[src/rtl/axis_serial_adc_multich_pkg.sv]
// Shared types and elaboration helpers for the multi-lane serial ADC capture block.
package adc_axis_pkg;

    typedef enum logic [2:0] {
        ST_IDLE  = 3'd0,
        ST_CONV  = 3'd1,
        ST_SHIFT = 3'd2,
        ST_TAIL  = 3'd3,
        ST_DRAIN = 3'd4
    } state_t;

    // Width of the channel index; a single lane still gets a 1-bit tuser.
    function automatic int ch_width(input int num_ch);
        return (num_ch > 1) ? $clog2(num_ch) : 1;
    endfunction

    // True when one frame (conversion, shifting, tail and a full-rate drain) fits the period.
    function automatic bit frame_timing_ok(input int frame_clks, input int conv_clks,
                                           input int sclk_div, input int data_width,
                                           input int num_ch);
        return frame_clks >= conv_clks + 2 * sclk_div * (data_width + 1) + num_ch;
    endfunction

endpackage

[src/rtl/axis_serial_adc_multich_sclk_gen.sv]
// SCLK divider: toggles every SCLK_DIV clk cycles while run is high, idles low otherwise.
// rise_pulse/fall_pulse flag the clk edge on which SCLK_PIN will change.
module sclk_gen #(
    parameter int SCLK_DIV = 10
) (
    input  logic clk,
    input  logic reset,
    input  logic run,
    output logic SCLK_PIN,
    output logic rise_pulse,
    output logic fall_pulse
);

    localparam int DW = (SCLK_DIV > 1) ? $clog2(SCLK_DIV) : 1;

    logic [DW-1:0] div_cnt_r;
    logic          term_s;

    assign term_s     = (div_cnt_r == DW'(SCLK_DIV - 1));
    assign rise_pulse = run && term_s && !SCLK_PIN;
    assign fall_pulse = run && term_s && SCLK_PIN;

    // Half-period counter and SCLK toggle; both held cleared while not running.
    always_ff @(posedge clk) begin
        if (reset || !run) begin
            div_cnt_r <= {DW{1'b0}};
            SCLK_PIN  <= 1'b0;
        end else if (term_s) begin
            div_cnt_r <= {DW{1'b0}};
            SCLK_PIN  <= ~SCLK_PIN;
        end else begin
            div_cnt_r <= div_cnt_r + DW'(1);
        end
    end

endmodule

[src/rtl/axis_serial_adc_multich.sv]
// Multi-lane serial ADC capture: requests a conversion, clocks all lanes in on one shared
// SCLK, then emits one AXIS beat per lane (channel order, tlast on the final lane).
module axis_serial_adc_multich
    import adc_axis_pkg::*;
#(
    parameter int DATA_WIDTH = 16,
    parameter int NUM_CH     = 2,
    parameter int SCLK_DIV   = 10,
    parameter int CONV_CLKS  = 300,
    parameter int FRAME_CLKS = 1000,
    localparam int CH_W      = ch_width(NUM_CH)
) (
    input  logic                  clk,
    input  logic                  reset,
    input  logic                  enable,
    input  logic [NUM_CH-1:0]     miso,
    output logic                  ask_sample,
    output logic                  SCLK_PIN,
    output logic [DATA_WIDTH-1:0] m_axis_tdata,
    output logic [CH_W-1:0]       m_axis_tuser,
    output logic                  m_axis_tlast,
    output logic                  m_axis_tvalid,
    input  logic                  m_axis_tready,
    output logic                  overrun
);

    localparam int TW = $clog2(FRAME_CLKS + 1);
    localparam int CW = $clog2(CONV_CLKS + 1);
    localparam int BW = $clog2(DATA_WIDTH + 1);

    if (!frame_timing_ok(FRAME_CLKS, CONV_CLKS, SCLK_DIV, DATA_WIDTH, NUM_CH)) begin : g_frame_timing_warn
        $warning("FRAME_CLKS too short for one capture; overrun will pulse every frame");
    end

    state_t                           state_r;
    logic [TW-1:0]                    timer_r;
    logic [CW-1:0]                    conv_cnt_r;
    logic [BW-1:0]                    bit_cnt_r;
    logic                             first_frame_r;
    logic                             ovr_seen_r;
    logic [NUM_CH-1:0][DATA_WIDTH-1:0] shreg_r;
    logic [NUM_CH-1:0][DATA_WIDTH-1:0] obuf_r;
    logic                             run_s;
    logic                             rise_s;
    logic                             fall_s;
    logic                             timer_sat_s;
    logic [CH_W-1:0]                  next_ch_s;

    assign run_s       = (state_r == ST_SHIFT) || (state_r == ST_TAIL);
    assign timer_sat_s = (timer_r == TW'(FRAME_CLKS - 1));
    assign next_ch_s   = m_axis_tuser + CH_W'(1);

    sclk_gen #(
        .SCLK_DIV (SCLK_DIV)
    ) u_sclk_gen (
        .clk        (clk),
        .reset      (reset),
        .run        (run_s),
        .SCLK_PIN   (SCLK_PIN),
        .rise_pulse (rise_s),
        .fall_pulse (fall_s)
    );

    // Per-lane shift registers, MSB first: sample on the edge that raises SCLK.
    always_ff @(posedge clk) begin
        if (reset) begin
            shreg_r <= '0;
        end else if (rise_s) begin
            for (int k = 0; k < NUM_CH; k++) begin
                shreg_r[k] <= {shreg_r[k][DATA_WIDTH-2:0], miso[k]};
            end
        end
    end

    // Frame sequencer, frame timer, overrun detection and the AXIS output registers.
    always_ff @(posedge clk) begin
        if (reset) begin
            state_r       <= ST_IDLE;
            timer_r       <= {TW{1'b0}};
            conv_cnt_r    <= {CW{1'b0}};
            bit_cnt_r     <= {BW{1'b0}};
            first_frame_r <= 1'b1;
            ovr_seen_r    <= 1'b0;
            obuf_r        <= '0;
            ask_sample    <= 1'b0;
            m_axis_tdata  <= {DATA_WIDTH{1'b0}};
            m_axis_tuser  <= {CH_W{1'b0}};
            m_axis_tlast  <= 1'b0;
            m_axis_tvalid <= 1'b0;
            overrun       <= 1'b0;
        end else begin
            timer_r <= timer_sat_s ? timer_r : timer_r + TW'(1);
            overrun <= 1'b0;
            // The slot is missed once the timer saturates outside IDLE; report it only once.
            if (timer_sat_s && (state_r != ST_IDLE) && !ovr_seen_r) begin
                overrun    <= 1'b1;
                ovr_seen_r <= 1'b1;
            end
            case (state_r)
                ST_IDLE: begin
                    if (enable && (first_frame_r || timer_sat_s)) begin
                        state_r       <= ST_CONV;
                        timer_r       <= {TW{1'b0}};
                        first_frame_r <= 1'b0;
                        ovr_seen_r    <= 1'b0;
                        conv_cnt_r    <= {CW{1'b0}};
                        ask_sample    <= 1'b1;
                    end
                end
                ST_CONV: begin
                    if (conv_cnt_r == CW'(CONV_CLKS - 1)) begin
                        ask_sample <= 1'b0;
                        conv_cnt_r <= {CW{1'b0}};
                        bit_cnt_r  <= {BW{1'b0}};
                        state_r    <= ST_SHIFT;
                    end else begin
                        conv_cnt_r <= conv_cnt_r + CW'(1);
                    end
                end
                ST_SHIFT: begin
                    if (rise_s) begin
                        if (bit_cnt_r == BW'(DATA_WIDTH - 1)) begin
                            bit_cnt_r <= {BW{1'b0}};
                            state_r   <= ST_TAIL;
                        end else begin
                            bit_cnt_r <= bit_cnt_r + BW'(1);
                        end
                    end
                end
                ST_TAIL: begin
                    if (fall_s) begin
                        obuf_r  <= shreg_r;
                        state_r <= ST_DRAIN;
                    end
                end
                ST_DRAIN: begin
                    if (!m_axis_tvalid) begin
                        m_axis_tvalid <= 1'b1;
                        m_axis_tdata  <= obuf_r[0];
                        m_axis_tuser  <= {CH_W{1'b0}};
                        m_axis_tlast  <= (CH_W'(0) == CH_W'(NUM_CH - 1));
                    end else if (m_axis_tready) begin
                        if (m_axis_tlast) begin
                            m_axis_tvalid <= 1'b0;
                            m_axis_tlast  <= 1'b0;
                            state_r       <= ST_IDLE;
                        end else begin
                            m_axis_tdata <= obuf_r[next_ch_s];
                            m_axis_tuser <= next_ch_s;
                            m_axis_tlast <= (next_ch_s == CH_W'(NUM_CH - 1));
                        end
                    end
                end
                default: begin
                    state_r <= ST_IDLE;
                end
            endcase
        end
    end

endmodule

[config.mk]
export PLATFORM = sky130hd
export DESIGN_NAME = axis_serial_adc_multich
export DESIGN_NICKNAME = d
export VERILOG_FILES = /design/src/rtl/axis_serial_adc_multich_pkg.sv /design/src/rtl/axis_serial_adc_multich_sclk_gen.sv /design/src/rtl/axis_serial_adc_multich.sv
export SDC_FILE = /design/constraint.sdc
export NUM_CORES = 1
export LEC_CHECK = 0
export ABC_AREA = 1
export CORE_UTILIZATION = 61
export DETAILED_ROUTE_END_ITERATION = 6
export HOLD_SLACK_MARGIN = 0.1
export PLACE_DENSITY_LB_ADDON = 0.08
export SYNTH_ARGS = -nofsm -noshare
export SYNTH_HDL_FRONTEND = slang
export SYNTH_SLANG_ARGS = --single-unit
[constraint.sdc]
create_clock -name clk -period 3.7 [get_ports clk]
set_clock_uncertainty 0.2 [all_clocks]
set_input_delay 0.37 -clock clk [delete_from_list [all_inputs] [get_ports clk]]
set_output_delay 0.37 -clock clk [all_outputs]
set_load 0.02 [all_outputs]
==> impl_metrics.ini, run 1 <==
[global_route]
grtUsageMet3_pct = 7.49
antenna_found_initial = 0
grt.met1_usage_pct = 32.5
grtUsageMet2_pct = 48.2
grt_overflow = 0
grt_pass1_vias = 4111
grt_max_degree = 38
grt.total_usage_pct = 28.2
grt_pass1_wl_microns = 18500
busiest_layer = met2

[sta]
fmax_mhz = 401
finalCritPeriodShare_pct = 67.5
final_max_slew_viol_count = 0
holdWs_ns = 0.242
tightest_slew_ns = 1.08
finalSetupTns_ns = 0
fin_crit_ns = 2.50
relSlewSlack_pct = 28.2
final-setup-viol-count = 0
rsz0062_at_grt = false
hold_viol_final = 0

[detailed_routing]
vias = 4201
drc = 0
first_pass_iters = 5
routedWlPerCell_microns = 13.7
ant_nets = 0
routed_wl_microns = 10500
vias_per_cell = 5.44
drt_iter0_drc = 220

[yosys]
synthXorXnorAreaFrac_pct = 1.65
synth.net_count = 648
synthArstFlopShare_pct = 0
synth_edf_count = 0
ys_types = 36
synth_compound_area_share_pct = 14.2
netlist_area_sq_mm = 0.00477
syn_inst = 637
synth_top_area_share_pct = 49.9
synth_seq_cells = 119
yosysMostFrequentCell = nor2_1
muxShareOfSynthArea_pct = 0.210
yosysWarnings = 0
synthAdderAreaFrac_pct = 1.31
synth_area_leader_cell = dfxtp_1
avgSynthCellArea_sq_um = 7.50
synth_top_family_by_area = simple AND/OR/NAND/NOR gates
ys_top_cells_by_count = nor2_1 (165), dfxtp_1 (119), nand2_1 (88)
ys_seq_area_share_pct = 49.9
synthFlopType = dfxtp_1
synthSimpleGateAreaFrac_pct = 26.8
ys_top_cells_by_area = dfxtp_1 (50%), nor2_1 (13%), o21ai_0 (8.6%), nand2_1 (6.9%), inv_1 (2.8%)

[pwr]
clockPowerShare_pct = 52.3
switchingPower_w = 0.000855
intPower_w = 0.00272
power.density_mw_per_mm2 = 622
finalPower_w = 0.00358
power_frac_seq_pct = 38.0
peakVddDrop_uv = 414
pwr-share-comb_pct = 9.8
switching_share_pct = 23.9
power_leakage_nw = 2.36

[clock_network]
clkLatencyLatePin_ns = 0.51
cts_tree = built
cts_setup_buffers = 0
cts_buffers = 17
cts_resized = 0
ctsHoldBuffers = 0
cts_max_level = 4
cts_num_sinks = 119
clk_pin_slew_ns = 0.06
clockRootBuffer = clkbuf_8
cts_max_path_buffers = 2

[die]
die_w_microns = 90.5
dieArea_sq_mm = 0.00818
num_rows = 31
chipHeight_microns = 90.5
start_util_pct = 64.4
pin_count = 28
core-area_sq_mm = 0.00741

[setup_path]
crit_slowest_cell = inv_1
cpMostUsedCell = nor2_1
reg2reg_from = u_sclk_gen.div_cnt_r[0]$_SDFF_PP0_
path_max_fanout = 34
max_stage_delay_ns = 0.78
crit_cells = 7
cp.required_ns = 3.94
r2r_cells = 7
crit_arrival_ns = 2.74
cp_cell_sequence = ha_1 > nand3_1 > nor2_1 > nand2_4 > inv_1 > nor2_1 > nor2_1
crit_start = u_sclk_gen.div_cnt_r[0]$_SDFF_PP0_
crit_family = simple AND/OR/NAND/NOR gates
critPathLaunchType = flip-flop
path_class = reg2reg
cp-end-kind = flip-flop
path_buf_inv = 1

[layout]
antenna_cells = 0
synthToLayoutAreaGrowth_pct = 20.5
fill_cells = 538
nNetsFinal = 671
drive_gt1_share_pct = 7.73

[hold_path]
hold_start = ovr_seen_r$_SDFF_PP0_
holdPathStages = 1
hold_path.class = reg2reg

[placement]
dp_hpwl_microns = 6310
place.gp.congestion = 0.806
port_buffers = 27

[run_status]
status = complete, no violations

[job]
maxCapViolCount = 0
## worst paths after layout
path,slack [ns],to
max,1.20,shreg_r[20]$_SDFFE_PP0P_
min,0.24,overrun$_SDFF_PP0_
max reg2reg,1.20,shreg_r[20]$_SDFFE_PP0P_
min reg2reg,0.24,overrun$_SDFF_PP0_
## cells in the final DEF, fill, tap and decap left out, types with 9 or more instances in the layout
master           count
nand4_1              9
nor2_1             165
a31oi_1             17
o21ai_0             82
nand2_1             88
inv_1               36
clkdlybuf4s50_1     27
dfxtp_1            119
nand3_1             23
clkbuf_16           16
a21oi_1             22
## final cells by class
cell class	count	area [sq um]	share of cell area, %
timing repair buffer	32	308	5.35
tap	99	124	2.15
inverter	40	155	2.70
multi-input combinational	450	2110	36.7
sequential	119	2380	41.4
clock inverter	13	251	4.37
clock buffer	19	422	7.33
## flip-flops by register name, summed over array words and instances (netlist names)
register              count
m_axis_tlast              1
obuf_r                   32
m_axis_tvalid             1
m_axis_tuser              1
u_sclk_gen.SCLK_PIN       1
bit_cnt_r                 5
conv_cnt_r                9
timer_r                  10
shreg_r                  32
ovr_seen_r                1
overrun                   1
ask_sample                1
first_frame_r             1
u_sclk_gen.div_cnt_r      4
state_r                   3
m_axis_tdata             16
## power by group through the flow
stage	registers [W]	clock network (W)	logic (W)
2_1_floorplan	0.00138	0	0.000268
3_3_place_gp	0.00138	0	0.000333
3_5_place_dp	0.00138	0	0.000343
4_1_cts	0.00136	0.00188	0.000351
5_1_grt	0.00136	0.00195	0.000399
6_report	0.00136	0.00187	0.000349
## per-stage QoR
stage	setup slack, ns	instance area [sq um]	cells	util [%]
after global placement	1.33	5080	740	68.6
after global routing	0.966	5750	772	77.7
after CTS	1.22	5750	772	77.7
after detailed placement	1.28	5080	740	68.6
after floorplan	2.00	4770	637	-
final	1.20	5750	772	77.7
## layer usage
layer	vias up	share of wire, %
met4	0	2.1
li1	2128	-
met1	1952	44
met5	-	0
met3	26	3.9
met2	95	50
## cell families after synthesis
| group | Yosys count |
|---|---|
| AOI/OAI and AO/OA | 128 |
| adders and majority gates | 5 |
| xor gates and xnor gates | 9 |
| DFF | 119 |
| and+or+nand+nor | 307 |
| buffers and inverters | 68 |
| muxes | 1 |
(Power assumes the default switching activity.)
==> run 2: changes to the inputs <==
--- a/config.mk
+++ b/config.mk
@@ -6,7 +6,7 @@
 export NUM_CORES = 1
 export LEC_CHECK = 0
 export ABC_AREA = 1
-export CORE_UTILIZATION = 61
+export CORE_UTILIZATION = 59
 export DETAILED_ROUTE_END_ITERATION = 6
 export HOLD_SLACK_MARGIN = 0.1
 export PLACE_DENSITY_LB_ADDON = 0.08
==> constraint.sdc (replaced) <==
create_clock -name clk -period 2.37 [get_ports clk]
set_clock_uncertainty 0.2 [all_clocks]
set_input_delay 0.237 -clock clk [delete_from_list [all_inputs] [get_ports clk]]
set_output_delay 0.237 -clock clk [all_outputs]
set_load 0.02 [all_outputs]
==> run 2 against run 1 <==
Against the previous run:
- wire length is 3.6% lower
- critical endpoint is now obuf_r[16]$_SDFFE_PP0P_
- clock power is 33% higher
- power is 44% higher
- via count hardly changed
- combinational power is 54% higher
- critical path depth stayed put
- non-clock buffer count is 3 higher
- setup slack worse by 0.97 ns
- highest routed layer unchanged
==> impl_metrics.ini, run 2 (synthesis results as in run 1) <==
[sta]
fmax_mhz = 467
fin_crit_ns = 2.14
final-setup-viol-count = 0
finalCritPeriodShare_pct = 90.3
relSlewSlack_pct = 27.2
holdWs_ns = 0.158
rsz0062_at_grt = true
tightest_slew_ns = 1.09
hold_viol_final = 0
worst_slack_ns = 0.229
final_max_slew_viol_count = 0

[die]
pin_count = 28
num_rows = 32
die_w_microns = 92.0
start_util_pct = 61.5
chipHeight_microns = 92.0
core-area_sq_mm = 0.00777
dieArea_sq_mm = 0.00846

[clock_network]
clk_pin_slew_ns = 0.06
clkLatencyLatePin_ns = 0.51
cts_tree = built
ctsHoldBuffers = 0
cts_resized = 0
cts_max_level = 4
cts_setup_buffers = 0
clockRootBuffer = clkbuf_8
cts_num_sinks = 119
cts_max_path_buffers = 2
cts_buffers = 17

[setup_path]
critPathLaunchType = flip-flop
max_stage_delay_ns = 0.78
crit_arrival_ns = 2.38
cp-end-kind = flip-flop
reg2reg_slack_ns = 0.23
path_max_fanout = 33
crit_family = buffers and inverters
path_class = reg2reg
cp_cell_sequence = inv_1 > ha_1 > nand4_1 > nor2_2 > inv_1 > nor2_1 > nor2_1
cp.required_ns = 2.61
crit_slowest_cell = inv_1
path_buf_inv = 2

[detailed_routing]
first_pass_iters = 5
dr.max_layer_used = met4
routed_wl_microns = 10200
met1_length_microns = 4670
route.met2.wl_microns = 5050
ant_nets = 0
drt_iter0_drc = 156
routedWlPerCell_microns = 13.1
drc = 0
vias = 4202
vias_per_cell = 5.40
wl_met3_microns = 325

[pwr]
peakVddDrop_uv = 652
power_leakage_nw = 2.34
power.density_mw_per_mm2 = 903

[layout]
layout_common_cells = nor2_1 (165), dfxtp_1 (119), nand2_1 (88), o21ai_0 (82), inv_1 (36)
multi_input_area_sq_mm = 0.00211
final_common_cell = nor2_1
antenna_cells = 0
synthToLayoutAreaGrowth_pct = 19.4
reg_top3 = obuf_r: 32 flops, shreg_r: 32 flops, m_axis_tdata: 16 flops
ff_latch_area_sq_mm = 0.00238
stdcell_count = 778
drive_gt1_share_pct = 8.43
final_util_pct = 73.4
fill_cells = 605
nNetsFinal = 674

[global_route]
grt_overflow = 0
grt_pass1_wl_microns = 17400
grt.total_usage_pct = 25.9
grt_pass1_vias = 3918
grt_max_degree = 91
antenna_found_initial = 0

[placement]
dp.cells = 746
place.gp.congestion = 0.816
dp_slack_ns = 0.266
port_buffers = 27
dp_hpwl_microns = 6230

[run_status]
status = complete, no violations

[hold_path]
hold_path.class = in2reg

[job]
maxCapViolCount = 0
run 2: cell types whose count changed in the layout (fill, tap and decap cells not counted):
cell        change
clkinvlp_4      +1
inv_6           +4
inv_8           +1
clkinv_2        -1
buf_12          +1
bufinv_16       -5
buf_4           +2
clkbuf_1        -2
clkinv_4        +2
run 2: tightest hold or removal path, delay by kind of cell:
kind / cells / cell delay [ns]
AO/OA/AOI/OAI: 1 / 0.15
buffers and inverters: 1 / 0.39
AND/OR/NAND/NOR: 1 / 0.05
run 2: metal layers:
layer	up-vias	global-route usage, %
met5	-	0
met4	0	9.24
met3	13	6.97
met2	74	44.9
met1	1975	30.7
li1	2140	-
run 2: power breakdown:
part	total (W)	internal [W]	switching, W
registers	0.00212	0.00206	0.0000653
clock network	0.00249	0.00152	0.000970
logic	0.000538	0.000171	0.000367
total	0.00515	0.00375	0.00140
run 2: area by class of cell:
type	count	area share (%)
flip-flops and latches	119	41.8
inverters	40	2.72
repair buffers	35	6.01
clock inverters	15	2.94
multi-input cells	450	37.0
well taps	102	2.24
clock buffers	17	7.26
run 2: path summary, 6_finish.rpt:
check | endpoint | start | cells past startpoint
setup / recovery | obuf_r[16]$_SDFFE_PP0P_ | u_sclk_gen.div_cnt_r[1]$_SDFF_PP0_ | 7
hold / removal | shreg_r[0]$_SDFFE_PP0P_ | miso[0] | 3
setup reg to reg | obuf_r[16]$_SDFFE_PP0P_ | u_sclk_gen.div_cnt_r[1]$_SDFF_PP0_ | 7
hold reg to reg | overrun$_SDFF_PP0_ | ovr_seen_r$_SDFF_PP0_ | 1
run 2: per-stage QoR:
step                      TNS (ns)  power (W)  cell area, sq um
after floorplan                  0    0.00257              4770
after detailed placement         0    0.00269              5120
after global routing       -0.0126    0.00538              5700
final                            0    0.00515              5700
after CTS                        0    0.00518              5700
after global placement           0    0.00268              5120
==> run 3: changes to the inputs <==
--- a/config.mk
+++ b/config.mk
@@ -9,7 +9,7 @@
 export CORE_UTILIZATION = 59
 export DETAILED_ROUTE_END_ITERATION = 6
 export HOLD_SLACK_MARGIN = 0.1
-export PLACE_DENSITY_LB_ADDON = 0.08
+export PLACE_DENSITY = 0.79
 export SYNTH_ARGS = -nofsm -noshare
 export SYNTH_HDL_FRONTEND = slang
 export SYNTH_SLANG_ARGS = --single-unit
==> run 3 against run 2 <==
Against the previous run:
- register-to-register slack about the same
- die area unchanged
- worst hold slack improved by 0.0070 ns
- via count increased by 2.3%
- final cell count unchanged
- utilization increased by 0.43 points
- maximum frequency decreased by 0.41%
- sequential share of layout area decreased by 0.25 points
- combinational power increased by 2%
- global-route usage increased by 1.7 points
- critical path type unchanged
- largest power group unchanged
==> impl_metrics.ini, run 3 (synthesis results as in run 1) <==
[detailed_routing]
routedWlPerCell_microns = 13.9
ant_nets = 0
vias_per_cell = 5.53
drc = 0
first_pass_iters = 6
routed_wl_microns = 10800
vias = 4299
drt_iter0_drc = 241

[pwr]
power.density_mw_per_mm2 = 928
switchingPower_w = 0.00137
clockPowerShare_pct = 49.7
pwr-share-comb_pct = 10.4
intPower_w = 0.00395
switching_share_pct = 25.8
power_leakage_nw = 2.35
peakVddDrop_uv = 493
power_frac_seq_pct = 39.9

[hold_path]
hold_path.class = in2reg
hold_start = miso[0]

[clock_network]
cts_resized = 0
cts_tree = built
ctsHoldBuffers = 0
cts_max_path_buffers = 2
clockRootBuffer = clkbuf_8
clkLatencyLatePin_ns = 0.51
cts_buffers = 17
clk_pin_slew_ns = 0.06
cts_max_level = 4
cts_setup_buffers = 0
cts_num_sinks = 119

[setup_path]
cp.required_ns = 2.61
reg2reg_from = u_sclk_gen.div_cnt_r[1]$_SDFF_PP0_
cp-end-kind = flip-flop
critPathLaunchType = flip-flop
max_stage_delay_ns = 0.75
crit_slowest_cell = inv_1
path_class = reg2reg
crit_start = u_sclk_gen.div_cnt_r[1]$_SDFF_PP0_
crit_arrival_ns = 2.39
reg2reg_slack_ns = 0.22
path_max_fanout = 33
cp_cell_sequence = inv_1 > ha_1 > nand4_1 > nor2_2 > inv_1 > nor2_1 > nor2_1

[die]
dieArea_sq_mm = 0.00846
num_rows = 32
die_w_microns = 92.0
start_util_pct = 61.5
pin_count = 28
chipHeight_microns = 92.0
core-area_sq_mm = 0.00777

[placement]
place.gp.congestion = 0.806
dp.cells = 746
dp_hpwl_microns = 6250
port_buffers = 27
dp_slack_ns = 0.245

[sta]
fmax_mhz = 465
worst_slack_ns = 0.221
relSlewSlack_pct = 30.1
tightest_slew_ns = 1.05
hold_viol_final = 0
rsz0062_at_grt = false
final_max_slew_viol_count = 0
finalSetupTns_ns = 0
finalCritPeriodShare_pct = 90.7
final-setup-viol-count = 0
fin_crit_ns = 2.15
holdWs_ns = 0.165

[layout]
synthToLayoutAreaGrowth_pct = 20.1
final_common_cell = nor2_1
reg_top3 = obuf_r: 32 flops, shreg_r: 32 flops, m_axis_tdata: 16 flops
nNetsFinal = 674
layout_common_cells = nor2_1 (165), dfxtp_1 (119), nand2_1 (88), o21ai_0 (82), inv_1 (36)
antenna_cells = 0
drive_gt1_share_pct = 8.28
stdcell_count = 778

[job]
maxCapViolCount = 0

[global_route]
grt_max_degree = 50
antenna_found_initial = 0
grt_pass1_vias = 4043
grt_overflow = 0
grt_pass1_wl_microns = 18700
grt.total_usage_pct = 27.6

[run_status]
status = complete, no violations
-- run 3: power groups by stage --
stage	registers, W	logic, W	clock network (W)
after floorplan	0.00215	0.000419	0
after CTS	0.00212	0.000545	0.00267
after detailed placement	0.00216	0.000531	0
final	0.00212	0.000551	0.00265
after global placement	0.00216	0.000516	0
after global routing	0.00213	0.000626	0.00276
-- run 3: cell type report --
cell class | instances | area [sq um]
repair buffers | 35 | 343
clock inverters | 10 | 143
flip-flops and latches | 119 | 2380
fillers | 566 | 2030
well taps | 102 | 128
multi-input cells | 450 | 2110
clock buffers | 22 | 473
inverters | 40 | 155
-- run 3: routing by layer --
metal  track usage, %  share of wire (%)  wire, microns
met1             34.2                 45           4910
met2             46.7                 48           5230
met3             7.05                4.4            470
met4             9.51                1.7            184
met5                0                  0              0
-- run 3: worst max-delay path: cells and delay by family, from the launching register on --
kind | cells | cell delay, ns
fa+ha+maj | 1 | 0.22
buf+inv | 2 | 0.82
flops | 1 | 0.36
simple gates | 4 | 0.46
-- run 3: per-stage QoR --
stage / area (sq um) / utilization [%] / power (W)
6_report: 5740 / 73.8 / 0.00532
5_1_grt: 5740 / 73.8 / 0.00552
4_1_cts: 5740 / 73.8 / 0.00533
3_5_place_dp: 5120 / 65.9 / 0.00269
3_3_place_gp: 5120 / 65.9 / 0.00267
2_1_floorplan: 4770 / - / 0.00257
-- run 3: final timing paths --
check / end / depth (start not counted)
setup / recovery: obuf_r[7]$_SDFFE_PP0P_ / 7
hold / removal: shreg_r[0]$_SDFFE_PP0P_ / 3
setup reg to reg: obuf_r[7]$_SDFFE_PP0P_ / 7
hold reg to reg: overrun$_SDFF_PP0_ / 1
